$ cat config.mk
export PLATFORM = sky130hd
export DESIGN_NAME = mem_wb_skid
export DESIGN_NICKNAME = d
export VERILOG_FILES = /design/src/rtl/cpu_pkg.sv /design/src/rtl/wb_entry_reg.sv /design/src/rtl/mem_wb_skid.sv
export SDC_FILE = /design/constraint.sdc
export NUM_CORES = 1
export LEC_CHECK = 0
export ABC_CLOCK_PERIOD_IN_PS = 3150
export CAP_MARGIN = 20
export CORE_MARGIN = 3
export CORE_UTILIZATION = 43
export CTS_BUF_LIST = sky130_fd_sc_hd__clkbuf_8
export DETAILED_ROUTE_END_ITERATION = 10
export PLACE_DENSITY = 0.77
export SYNTH_ARGS = -nofsm -noshare
export SYNTH_HDL_FRONTEND = slang
export SYNTH_SLANG_ARGS = --single-unit
$ cat constraint.sdc
create_clock -name clk -period 3.15 [get_ports clk]
set_input_delay 0.7875 -clock clk [delete_from_list [all_inputs] [get_ports clk]]
set_output_delay 0.7875 -clock clk [all_outputs]
set_load 0.005 [all_outputs]
$ cat src/rtl/cpu_pkg.sv
// ==========================================================================
// cpu_pkg: shared widths, writeback entry types and skid-stage state encoding
// Rev 1.0
// ==========================================================================
`default_nettype none

package cpu_pkg;

  localparam int DEF_DATA_W = 32;
  localparam int DEF_REG_AW = 5;

  typedef struct packed {
    logic mem_to_reg;
    logic reg_write;
  } wb_ctrl_t;

  typedef struct packed {
    wb_ctrl_t                ctrl;
    logic [DEF_DATA_W-1:0]   data;
    logic [DEF_DATA_W-1:0]   alu;
    logic [DEF_REG_AW-1:0]   rd;
  } wb_entry_t;

  typedef enum logic [1:0] {
    ST_EMPTY = 2'd0,
    ST_ONE   = 2'd1,
    ST_TWO   = 2'd2
  } wb_state_t;

  // Skid is only ever occupied behind a full head, so {0,1} never occurs.
  function automatic wb_state_t wb_state(input logic head_v, input logic skid_v);
    if (skid_v)      return ST_TWO;
    else if (head_v) return ST_ONE;
    else             return ST_EMPTY;
  endfunction

endpackage

`default_nettype wire

$ cat src/rtl/wb_entry_reg.sv
// ==========================================================================
// wb_entry_reg: enable-loaded entry register plus valid bit, synchronous clear
// Rev 1.0
// ==========================================================================
`default_nettype none

module wb_entry_reg
  import cpu_pkg::*;
#(
  parameter type T = wb_entry_t
) (
  input  logic clk,
  input  logic reset,
  input  logic clr,
  input  logic load,
  input  logic d_valid,
  input  T     d,
  output logic q_valid,
  output T     q
);

  T     data_q, data_d;
  logic valid_q, valid_d;

  always_comb begin
    data_d  = data_q;
    valid_d = valid_q;
    if (clr) begin
      data_d  = '0;
      valid_d = 1'b0;
    end else if (load) begin
      data_d  = d;
      valid_d = d_valid;
    end
  end

  always_ff @(posedge clk) begin
    if (reset) begin
      data_q  <= '0;
      valid_q <= 1'b0;
    end else begin
      data_q  <= data_d;
      valid_q <= valid_d;
    end
  end

  assign q       = data_q;
  assign q_valid = valid_q;

endmodule

`default_nettype wire

$ cat src/rtl/mem_wb_skid.sv
// ==========================================================================
// mem_wb_skid: MEM/WB stage, valid/ready with 2-entry skid; MEM_WB_FWD_EN adds
// writeback forwarding hit compares.  Rev 1.0
// ==========================================================================
`default_nettype none

module mem_wb_skid
  import cpu_pkg::*;
#(
  parameter int DATA_W = DEF_DATA_W,
  parameter int REG_AW = DEF_REG_AW
) (
  input  logic              clk,
  input  logic              reset,
  input  logic              flush,
  input  logic              in_valid,
  output logic              in_ready,
  input  logic              in_mem_to_reg,
  input  logic              in_reg_write,
  input  logic [DATA_W-1:0] in_data,
  input  logic [DATA_W-1:0] in_alu,
  input  logic [REG_AW-1:0] in_rd,
  output logic              out_valid,
  input  logic              out_ready,
  output logic              out_mem_to_reg,
  output logic              out_reg_write,
  output logic [DATA_W-1:0] out_data,
  output logic [DATA_W-1:0] out_alu,
  output logic [REG_AW-1:0] out_rd,
  output logic [DATA_W-1:0] wb_data
`ifdef MEM_WB_FWD_EN
  ,
  input  logic [REG_AW-1:0] fwd_rs_a,
  input  logic [REG_AW-1:0] fwd_rs_b,
  output logic              fwd_hit_a,
  output logic              fwd_hit_b
`endif
);

  typedef struct packed {
    wb_ctrl_t          ctrl;
    logic [DATA_W-1:0] data;
    logic [DATA_W-1:0] alu;
    logic [REG_AW-1:0] rd;
  } entry_t;

  entry_t    head_q, skid_q, in_entry, head_d;
  logic      head_v, skid_v;
  logic      accept, clr;
  logic      head_load, head_sel_skid, head_vin, skid_load;
  wb_state_t state;

  assign in_ready = ~skid_v;
  assign accept   = in_valid & in_ready;
  assign clr      = flush;
  assign state    = wb_state(head_v, skid_v);

  // reg_write is qualified by the transfer and forced low for x0 at capture time.
  always_comb begin
    in_entry                 = '0;
    in_entry.ctrl.mem_to_reg = in_mem_to_reg;
    in_entry.ctrl.reg_write  = in_reg_write & accept & (in_rd != '0);
    in_entry.data            = in_data;
    in_entry.alu             = in_alu;
    in_entry.rd              = in_rd;
  end

  always_comb begin
    head_load     = 1'b0;
    head_sel_skid = 1'b0;
    head_vin      = 1'b0;
    skid_load     = 1'b0;
    case (state)
      ST_ONE: begin
        if (out_ready) begin
          head_load = 1'b1;
          head_vin  = accept;
        end else begin
          skid_load = accept;
        end
      end
      ST_TWO: begin
        if (out_ready) begin
          head_load     = 1'b1;
          head_sel_skid = 1'b1;
          head_vin      = 1'b1;
          skid_load     = 1'b1;
        end
      end
      default: begin
        head_load = 1'b1;
        head_vin  = accept;
      end
    endcase
  end

  assign head_d = head_sel_skid ? skid_q : in_entry;

  wb_entry_reg #(.T(entry_t)) u_head (
    .clk     (clk),
    .reset   (reset),
    .clr     (clr),
    .load    (head_load),
    .d_valid (head_vin),
    .d       (head_d),
    .q_valid (head_v),
    .q       (head_q)
  );

  wb_entry_reg #(.T(entry_t)) u_skid (
    .clk     (clk),
    .reset   (reset),
    .clr     (clr),
    .load    (skid_load),
    .d_valid (accept),
    .d       (in_entry),
    .q_valid (skid_v),
    .q       (skid_q)
  );

  assign out_valid      = head_v;
  assign out_mem_to_reg = head_q.ctrl.mem_to_reg;
  assign out_reg_write  = head_q.ctrl.reg_write;
  assign out_data       = head_q.data;
  assign out_alu        = head_q.alu;
  assign out_rd         = head_q.rd;
  assign wb_data        = head_q.ctrl.mem_to_reg ? head_q.data : head_q.alu;

`ifdef MEM_WB_FWD_EN
  assign fwd_hit_a = out_valid & out_reg_write & (out_rd == fwd_rs_a) & (fwd_rs_a != '0);
  assign fwd_hit_b = out_valid & out_reg_write & (out_rd == fwd_rs_b) & (fwd_rs_b != '0);
`endif

endmodule

`default_nettype wire

==> flow_metrics.tcl <==
set metrics [dict create \
    synth_seq_cells 144 \
    fmaxAchievable_ghz 0.336 \
    relSlewSlack_pct 47.2 \
    critPathMaxFanout 19 \
    rrSetupSlack_ns 1.40 \
    setup.worst_path.start "u_head.q[70]" \
    grt_pass1_wl_um 27600 \
    crit_buf_inv 2 \
    io_pins 181 \
    cpPeakStageDelay_ns 0.66 \
    timing.setup.tns_ns 0 \
    wl_um 17100 \
    critical-path-top-delay-family "buffers and inverters" \
    die_area_mm2 0.0158 \
    rows 43 \
    synth_edf_count 0 \
    ctsHoldBuffers 0 \
    core-area_mm2 0.0139 \
    hold_path_depth 2 \
    initial_core_util_pct 44.2 \
    syn_nets 694 \
    ff2ff_path_depth 4 \
    cp-end-kind "output pin" \
    h-tree-depth 4 \
    fin_cells 959 \
    cts_buffers 17 \
    drtIter0Drc 430 \
    nNetsFinal 844 \
    insertion_delay_ns 0.45 \
    antenna_left 0 \
    p_per_area_mw_per_mm2 433 \
    gp_congestion 0.820 \
    drc_errors 0 \
    fin_skew_ns 0.0106 \
    min_path_type "flip-flop to flip-flop" \
    synthArstFlopShare_pct 0 \
    worstHoldStart "u_skid.q[41]" \
    drv_cap 0 \
    timing.hold.ws_ns 0.462 \
    cpMaxStageDelayCell "dfxtp_2" \
    synth_area_per_cell_um2 9.96 \
    n_antenna_cell 0 \
    antenna_found_initial 0 \
    seq_area_mm2 0.00288 \
    worstPathRequired_ns 2.36 \
    crit_chain "buf_4 > mux2_2 > clkdlybuf4s50_1" \
    reg2reg_to "u_skid.q[13]" \
    num_vias 5373 \
    path_class "flip-flop to output pin" \
    synth_commonest_cells "dfxtp_1 (144), a21oi_1 (73), nand3_1 (71)" \
    finalCritPeriodShare_pct 94.6 \
    arrival_ns 2.19 \
    min_to "u_skid.q[41]" \
    via_per_inst 5.60 \
    worst_pin_slew_ns 0.792 \
    leakagePower_nw 3.30 \
    cts_sinks 144 \
    yosysSeqAreaShare_pct 46.8 \
    drt_pre_antenna_iters 4 \
    cts-resized-gates 0 \
    ys.flop_type "dfxtp_1" \
    synth_most_common_cell "dfxtp_1" \
    rsz0062_at_grt "no" \
    r2r-start "u_skid.q_valid" \
    yosysWarnings 0 \
    synthCells 618 \
    dp_hpwl_um 11700 \
    cts-root-buf "clkbuf_8" \
    grt_usage_pct 21.5 \
    die_h_um 126 \
    wire_per_inst_um 17.9 \
    drive_above_1_share_pct 11.2 \
    outcome "finished, final reports clean" \
    cts_tree "yes" \
    hold_violations 0 \
    slew_viol_final 0 \
    placed_cell_area_mm2 0.00806 \
    die_width_um 126 \
    post_cts_buffers 0 \
    synth_top_area_share_pct 46.8 \
    io_buffers 180 \
    yosysUniqueCellTypes 28 \
    grt_start_max_net_pins 74 \
    syn2layout_area_growth_pct 36.7 \
    setup-violations-final 0 \
    period_needed_ns 2.98 \
    final_cell_area_mm2 0.00841 \
    clk_pin_slew_worst_paths_ns 0.07 \
    synth_area_leaders "dfxtp_1 (47%), mux2i_1 (11%), o2bb2ai_1 (10%), mux2_2 (6.0%), a21oi_1 (5.9%)" \
    grt_pass1_vias 5246 \
    yosysTopAreaCell "dfxtp_1" \
    n_fill_cell 1112 \
    worstSetupStartpointType "flip-flop" \
    multi_input_area_mm2 0.00292 \
    clockBufferDepth 2 \
    post-place-cells 929 \
    ir_drop_mv 0.270 \
    grt_overflow 0 \
    netlist_area_mm2 0.00615 \
]
[worst reg2reg max path, delay by kind of cell, from the launching register on]
family / cells / cell delay [ns]
AOI/OAI and AO/OA: 1 / 0.08
buffers and inverters: 1 / 0.38
DFF: 1 / 0.45
and+or+nand+nor: 2 / 0.70
[metal layers]
layer	vias to the layer above	routed length (um)	track usage (%)
li1	2601	-	-
met1	2578	7750	28.5
met2	176	8130	34.0
met3	18	1010	5.77
met4	0	258	7.27
met5	-	0	0
[power breakdown]
group / internal [mW] / total [mW] / switching (mW)
clock network: 0.684 / 1.33 / 0.647
registers: 1.87 / 1.91 / 0.0450
logic: 0.250 / 0.404 / 0.154
total: 2.80 / 3.65 / 0.846
[final cells by class]
| type | instances | area share, % |
|---|---|---|
| timing repair buffer | 197 | 24.0 |
| clock buffer | 21 | 3.43 |
| sequential | 144 | 34.3 |
| clock inverter | 9 | 0.803 |
| tap | 180 | 2.68 |
| inverter | 2 | 0.0892 |
| multi-input combinational | 406 | 34.8 |
[metrics by stage]
step | util, % | power [mW] | setup slack (ns)
global placement | 57.8 | 2.35 | 0.449
global route | 60.4 | 3.79 | 0.0628
floorplan | - | 2.08 | 1.25
CTS | 60.4 | 3.68 | 0.122
finish | 60.4 | 3.65 | 0.171
detailed placement | 57.8 | 2.35 | 0.335
[layout by cell type, fill, tap and decap left out, types with 2 or more instances in the layout]
cell type,synthesis,layout
clkbuf_8,0,21
dfxtp_1,144,143
nand3_1,71,71
a21oi_1,73,73
clkdlybuf4s50_1,0,180
o21ai_1,50,50
buf_4,4,10
o2bb2ai_1,70,70
o21ai_0,23,23
inv_1,2,4
mux2i_1,70,70
mux2_2,33,33
buf_12,0,7
nor2_1,2,2
clkinv_2,0,6
[registers in the layout, summed over array words and instances, names as in the netlist]
register	flops
u_head.q	71
u_skid.q_valid	1
u_head.q_valid	1
u_skid.q	71
[worst max path at each step]
| stage | cells after the start | slack, ns | endpoint |
|---|---|---|---|
| CTS | 3 | 0.12 | wb_data[29] |
| floorplan | 3 | 1.25 | wb_data[10] |
| global route | 3 | 0.06 | wb_data[19] |
| global placement | 5 | 0.45 | u_skid.q[45] |
| finish | 3 | 0.17 | wb_data[29] |
| detailed placement | 5 | 0.34 | u_skid.q[13] |
[logic make-up (layout without fill, tap and decap cells)]
kind of cell           Yosys count  count (layout)  synth area share (%)
AO/OA/AOI/OAI                  219             219                  22.2
buffers and inverters           68             229                  6.28
flip-flops                     144             144                  46.8
multiplexers                   103             103                  17.4
AND/OR/NAND/NOR                 84              84                  7.22
Power figures use the tool's default switching activity.
